===== src/rtl/spi_slave_fsm.sv =====
// SPI slave serial front end: deserialises MOSI command/address/data words for the
// RAM and serialises the RAM read data back out on MISO, MSB first.
//
//   state     | meaning
//   ----------+---------------------------------------------------------------
//   IDLE      | deselected, waiting for SS_n low
//   CHK_CMD   | sampling the command MSB to choose the write or read path
//   WRITE     | receiving a write-address / write-data word
//   READ_ADD  | receiving a read-address word; completion arms rd_addr_seen
//   READ_DATA | receiving a read-data request, then shifting tx_data out on MISO
module spi_slave_fsm #(
  parameter int DATA_WIDTH = 8
) (
  input  logic                  clk,
  input  logic                  rst_n,
  input  logic                  SS_n,
  input  logic                  MOSI,
  output logic                  MISO,
  output logic [DATA_WIDTH+1:0] rx_data,
  output logic                  rx_valid,
  input  logic [DATA_WIDTH-1:0] tx_data,
  input  logic                  tx_valid
);

  localparam int RW  = DATA_WIDTH + 2;
  localparam int CW  = $clog2(RW);
  localparam int TCW = $clog2(DATA_WIDTH + 1);

  typedef enum logic [2:0] {
    IDLE,
    CHK_CMD,
    WRITE,
    READ_ADD,
    READ_DATA
  } state_t;

  state_t                state_q, state_d;
  logic [RW-1:0]         rx_shift_q, rx_shift_d;
  logic [CW-1:0]         rx_cnt_q, rx_cnt_d;
  logic                  rx_done_q, rx_done_d;
  logic [RW-1:0]         rx_data_q, rx_data_d;
  logic                  rx_valid_q, rx_valid_d;
  logic                  rd_addr_seen_q, rd_addr_seen_d;
  logic [DATA_WIDTH-1:0] tx_shift_q, tx_shift_d;
  logic [TCW-1:0]        tx_cnt_q, tx_cnt_d;
  logic                  tx_busy_q, tx_busy_d;
  logic                  tx_done_q, tx_done_d;
  logic                  miso_q, miso_d;

  always_comb begin
    state_d        = state_q;
    rx_shift_d     = rx_shift_q;
    rx_cnt_d       = rx_cnt_q;
    rx_done_d      = rx_done_q;
    rx_data_d      = rx_data_q;
    rx_valid_d     = 1'b0;
    rd_addr_seen_d = rd_addr_seen_q;
    tx_shift_d     = tx_shift_q;
    tx_cnt_d       = tx_cnt_q;
    tx_busy_d      = tx_busy_q;
    tx_done_d      = tx_done_q;
    miso_d         = 1'b0;

    // Deselect aborts everything except the read-address history.
    if (state_q != IDLE && SS_n) begin
      state_d    = IDLE;
      rx_shift_d = '0;
      rx_cnt_d   = '0;
      rx_done_d  = 1'b0;
      tx_shift_d = '0;
      tx_cnt_d   = '0;
      tx_busy_d  = 1'b0;
      tx_done_d  = 1'b0;
    end else begin
      case (state_q)
        IDLE: begin
          if (!SS_n) state_d = CHK_CMD;
        end
        CHK_CMD: begin
          rx_shift_d = {{(RW-1){1'b0}}, MOSI};
          rx_cnt_d   = CW'(DATA_WIDTH);
          if (!MOSI)               state_d = WRITE;
          else if (rd_addr_seen_q) state_d = READ_DATA;
          else                     state_d = READ_ADD;
        end
        WRITE, READ_ADD, READ_DATA: begin
          if (!rx_done_q) begin
            rx_shift_d = {rx_shift_q[RW-2:0], MOSI};
            if (rx_cnt_q == '0) begin
              rx_done_d  = 1'b1;
              rx_data_d  = {rx_shift_q[RW-2:0], MOSI};
              rx_valid_d = 1'b1;
              if (state_q == READ_ADD)  rd_addr_seen_d = 1'b1;
              if (state_q == READ_DATA) rd_addr_seen_d = 1'b0;
            end else begin
              rx_cnt_d = rx_cnt_q - 1'b1;
            end
          end
        end
        default: state_d = IDLE;
      endcase

      // One transmit per read-data frame, only once the request word is complete.
      if (state_q == READ_DATA && rx_done_q) begin
        if (tx_busy_q) begin
          miso_d     = tx_shift_q[DATA_WIDTH-1];
          tx_shift_d = tx_shift_q << 1;
          if (tx_cnt_q == '0) begin
            tx_busy_d = 1'b0;
            tx_done_d = 1'b1;
          end else begin
            tx_cnt_d = tx_cnt_q - 1'b1;
          end
        end else if (!tx_done_q && tx_valid) begin
          tx_shift_d = tx_data;
          tx_cnt_d   = TCW'(DATA_WIDTH - 1);
          tx_busy_d  = 1'b1;
        end
      end
    end
  end

  always_ff @(posedge clk or negedge rst_n) begin
    if (!rst_n) begin
      state_q        <= IDLE;
      rx_shift_q     <= '0;
      rx_cnt_q       <= '0;
      rx_done_q      <= 1'b0;
      rx_data_q      <= '0;
      rx_valid_q     <= 1'b0;
      rd_addr_seen_q <= 1'b0;
      tx_shift_q     <= '0;
      tx_cnt_q       <= '0;
      tx_busy_q      <= 1'b0;
      tx_done_q      <= 1'b0;
      miso_q         <= 1'b0;
    end else begin
      state_q        <= state_d;
      rx_shift_q     <= rx_shift_d;
      rx_cnt_q       <= rx_cnt_d;
      rx_done_q      <= rx_done_d;
      rx_data_q      <= rx_data_d;
      rx_valid_q     <= rx_valid_d;
      rd_addr_seen_q <= rd_addr_seen_d;
      tx_shift_q     <= tx_shift_d;
      tx_cnt_q       <= tx_cnt_d;
      tx_busy_q      <= tx_busy_d;
      tx_done_q      <= tx_done_d;
      miso_q         <= miso_d;
    end
  end

  assign MISO     = miso_q;
  assign rx_data  = rx_data_q;
  assign rx_valid = rx_valid_q;

endmodule

===== config.mk =====
export PLATFORM = sky130hd
export DESIGN_NAME = spi_slave_fsm
export DESIGN_NICKNAME = d
export VERILOG_FILES = /design/src/rtl/spi_slave_fsm.sv
export SDC_FILE = /design/constraint.sdc
export NUM_CORES = 1
export LEC_CHECK = 0
export CAP_MARGIN = 20
export CORE_MARGIN = 2
export CORE_UTILIZATION = 59
export CTS_CLUSTER_DIAMETER = 60
export CTS_CLUSTER_SIZE = 16
export DETAILED_ROUTE_END_ITERATION = 12
export PLACE_DENSITY = 0.84
export SYNTH_ARGS = -nofsm -noshare
export SYNTH_HDL_FRONTEND = slang
export SYNTH_SLANG_ARGS = --single-unit

===== constraint.sdc =====
create_clock -name clk -period 3.54 [get_ports clk]
set_input_delay 0.708 -clock clk [delete_from_list [all_inputs] [get_ports clk]]
set_output_delay 0.708 -clock clk [all_outputs]
set_load 0.02 [all_outputs]

==> results.env <==
STATUS='completed'
NETLIST.AREA_LEADER.SHARE_PCT=53.01
POST_CTS.RESIZED_INSTANCES=0
FINALWIRELENGTH_UM=3685
OVERFLOW=0
CAP_VIOL_MAX_COUNT=0
FRACTION_OF_LAYOUT_INSTANCES_USING_A_DRIVE_STRENGTH_ABOVE_1_PCT=13.30
ASYNCSETRESETFLOPFRACSYNTH_PCT=100.0
MAX-VDD-IR-DROP_mV=0.2446
TRITONCTS.NUM_BUFFERS=5
CHIPWIDTH_UM=63.33
ROUTE.DETAILED.WL_PER_INST_UM=14.80
POWER_DENSITY_OVER_THE_CELLS_nW_PER_UM2=580.8
PLACE_WS_PS=785.8
REMAINING_ANTENNA_VIOLATION_COUNT_AFTER_ROUTING=0
GRT_USE_TOTAL_PCT=20.08
DRC=0
FINALSETUPVIOLCOUNT=0
MOST_USED_FLIP_FLOP_CELL_AFTER_SYNTHESIS='sky130_fd_sc_hd__dfrtp_1'
CP_DATA_ARRIVAL_TIME_PS=2630
SYNTHDISTINCTLIBCELLS=38
DETAIL_ROUTE.VIAS_PER_CELL=5.871
YS.WARNINGS.COUNT=0
PATH_CLK_SLEW_PS=130
GRT_MAX_DEGREE=45
PLACE_HPWL_UM=2611
MIN_PERIOD_PS=2378
WORST-ENDPOINT-REQUIRED_PS=3790
FINAL.SETUP.WORST_SLACK_PS=1162
POST_SYNTHESIS_AREA_PER_INSTANCE_UM2=11.35
ANTENNA_FOUND_INITIAL=0
FIN_AREA_UM2=2379
CTSHTREEMAXLEVEL=2
UTILIZATION_PCT=70.72
GP_CONGESTION=0.7877
PLACE_AREA_UM2=2312
FLOORPLAN.INITIALDENSITY_PCT=61.76
CRIT_PATH_MAX_FANOUT=12
SETUP-TNS-FINAL_PS=0
GRT_FIRST_PASS_WIRELENGTH_UM=6210
CLKSINKCOUNT=44
SYNTH.CELL_AREA_UM2=2077
SYN_INST=183
ROW_COUNT=21
RSZ0062_AT_GRT='no'
AREA_GROWTH_PCT=14.52
YOSYSSEQAREASHARE_PCT=53.01
PLACE.PORT_BUFFERS=24
DIE_HEIGHT_UM=63.33
CTS_TREE='built'
NUMBER_OF_SYNTHESIZED_FLOPS_WITH_AN_ENABLE_PIN=0
LAYOUT_WORST_PATH_CYCLE_SHARE_PCT=67.19
MAX_SLEW.WORST_PIN.SLEW_PS=916.1
POST-PLACE-CELLS=241
TOP_AREA_CELLS_IN_THE_SYNTHESIZED_NETLIST='sky130_fd_sc_hd__dfrtp_1 (53%), sky130_fd_sc_hd__mux2_2 (6.0%), sky130_fd_sc_hd__mux2i_1 (4.3%)'
LAYOUT_FILLER_CELL_COUNT=268
WORST_HOLD_PATH_TYPE='in2async'
DESIGN.DIE.AREA_UM2=4011
INSERTION_DELAY_PS=350
CTSLONGESTPATHBUFFERS=2
WORST_SETUP_PATH_END_KIND='register'
TIMING.CLOCK.SKEW_PS=6.955
POSTCTSSETUPBUFFERS=0
FINALMAXSLEWVIOLATIONS=0
NUMBER_OF_HOLD_VIOLATIONS_IN_THE_FINAL_REPORT=0
WORST_SLEW_MARGIN_REL_PCT=38.93
YS_SEQ_ELEMENTS=44
FIN_NETS=217
MAX_CLOCK_FREQ_GHz=0.4204
ANTENNA_CELLS=0
FP.COREAREA_UM2=3363
DETAILEDROUTE.FIRSTITERATIONVIOLATIONS=101
P_LEAK_nW=0.9963
VIA_COUNT_OF_THE_FIRST_GLOBAL_ROUTING_PASS=1452
STARTPOINT_TYPE='primary input'
I_O_PIN_TOTAL=25
CELL_TYPE_CONTRIBUTING_THE_MOST_TOTAL_CELL_AREA_AFTER_SYNTHESIS='sky130_fd_sc_hd__dfrtp_1'
POST_LAYOUT_NONFILLER_INSTANCES=249
DETAILROUTE.VIA_COUNT=1462
CLOCK-ROOT-BUFFER='sky130_fd_sc_hd__clkbuf_4'
POSTCTSHOLDBUFS=0
SYNTH_FP_NETS=198
CRITICAL_PATH_CLASS='in2reg'
DRT_PASS1_ITERATIONS=4
-- placed cells by master (no fill, tap or decap), drive strengths merged, types with 3 or more instances in the layout --
cell and n:
a211oi 13, a21oi 7, a22o 8, clkbuf 6, clkdlybuf4s50 23, dfrtp 44
inv 5, mux2 11, mux2i 9, nand2 9, nand2b 5, nor2 13
nor2b 3, nor3 5, o21ai 8
-- flip-flops by register name (all words and copies together), names as in the netlist --
| signal | flops |
|---|---|
| tx_done_q | 1 |
| MISO | 1 |
| rx_cnt_q | 4 |
| rx_shift_q | 9 |
| rd_addr_seen_q | 1 |
| rx_data | 10 |
| rx_valid | 1 |
| state_q | 3 |
| tx_cnt_q | 4 |
| rx_done_q | 1 |
| tx_busy_q | 1 |
| tx_shift_q | 8 |
-- Yosys cell counts (3+ instances only) --
cell type and instances:
sky130_fd_sc_hd__nor2b_1 3, sky130_fd_sc_hd__nand2b_1 5, sky130_fd_sc_hd__dfrtp_1 44, sky130_fd_sc_hd__o21ai_0 8, sky130_fd_sc_hd__a211oi_1 11, sky130_fd_sc_hd__mux2_2 11
sky130_fd_sc_hd__nor2_1 13, sky130_fd_sc_hd__a22o_1 8, sky130_fd_sc_hd__clkbuf_1 5, sky130_fd_sc_hd__inv_1 5, sky130_fd_sc_hd__buf_2 7, sky130_fd_sc_hd__nor3_1 5
sky130_fd_sc_hd__nand2_1 9, sky130_fd_sc_hd__mux2i_1 9, sky130_fd_sc_hd__a21oi_1 7
-- area by class of cell --
type                       instances  area [µm²]  share of cell area (%)
clock buffer                       6       51.30                   2.157
clock inverter                     2       15.01                  0.6312
multi-input combinational        121       892.1                   37.51
timing repair buffer              25       242.7                   10.21
sequential                        44        1101                   46.29
tap                               46       57.56                   2.420
inverter                           5       18.77                  0.7891
-- final timing paths --
check | start | to | slack [ps] | cells after the start
worst max register to register | rx_cnt_q[0]$_DFFE_PN0P_ | rx_data[5]$_DFFE_PN0P_ | 1210 | 5
worst max-delay path | SS_n | rx_data[5]$_DFFE_PN0P_ | 1160 | 4
worst min register to register | tx_done_q$_DFFE_PN0P_ | tx_done_q$_DFFE_PN0P_ | 510 | 2
min in group clk | tx_done_q$_DFFE_PN0P_ | tx_done_q$_DFFE_PN0P_ | 510 | 2
max in group asynchronous | rst_n | tx_cnt_q[3]$_DFFE_PN0P_ | 2500 | 1
worst min-delay path | rst_n | rx_cnt_q[2]$_DFFE_PN0P_ | 470 | 1
-- metal layers --
metal	global-route usage (%)	wire length [µm]	vias up
li1	-	-	711
met1	23.71	1659	715
met2	34.47	1827	28
met3	5.714	140	8
met4	7.880	57	0
met5	0	0	-
-- where the power goes --
part / internal (W) / switching, W
clock network: 0.0000965 / 0.000162
registers: 0.000580 / 0.0000901
logic: 0.000206 / 0.000247
-- through the flow --
stage / power, W / hold slack [ps]
after floorplan: 0.001008 / 412.4
after global placement: 0.001103 / 483.0
after detailed placement: 0.001135 / 488.1
after CTS: 0.001393 / 508.0
after global routing: 0.001478 / 533.9
final: 0.001381 / 468.4
-- logic make-up (layout without fill, tap and decap cells) --
logic type                 Yosys count  in the layout  synth area share (%)
and+or+nand+nor                     52             52                 14.88
AOI/OAI and AO/OA                   47             47                 16.57
muxes                               20             20                 10.30
buffers and inverters               18             38                 4.036
adders and majority gates            2              2                 1.205
DFF                                 44             44                 53.01
-- worst max-delay path, cell delays in order --
cell                              delay [ps]
sky130_fd_sc_hd__clkdlybuf4s50_1         620
sky130_fd_sc_hd__o31a_1                  240
sky130_fd_sc_hd__nor4_4                  640
sky130_fd_sc_hd__mux2_2                  410
Note: power is estimated with default switching activity, not from simulation.
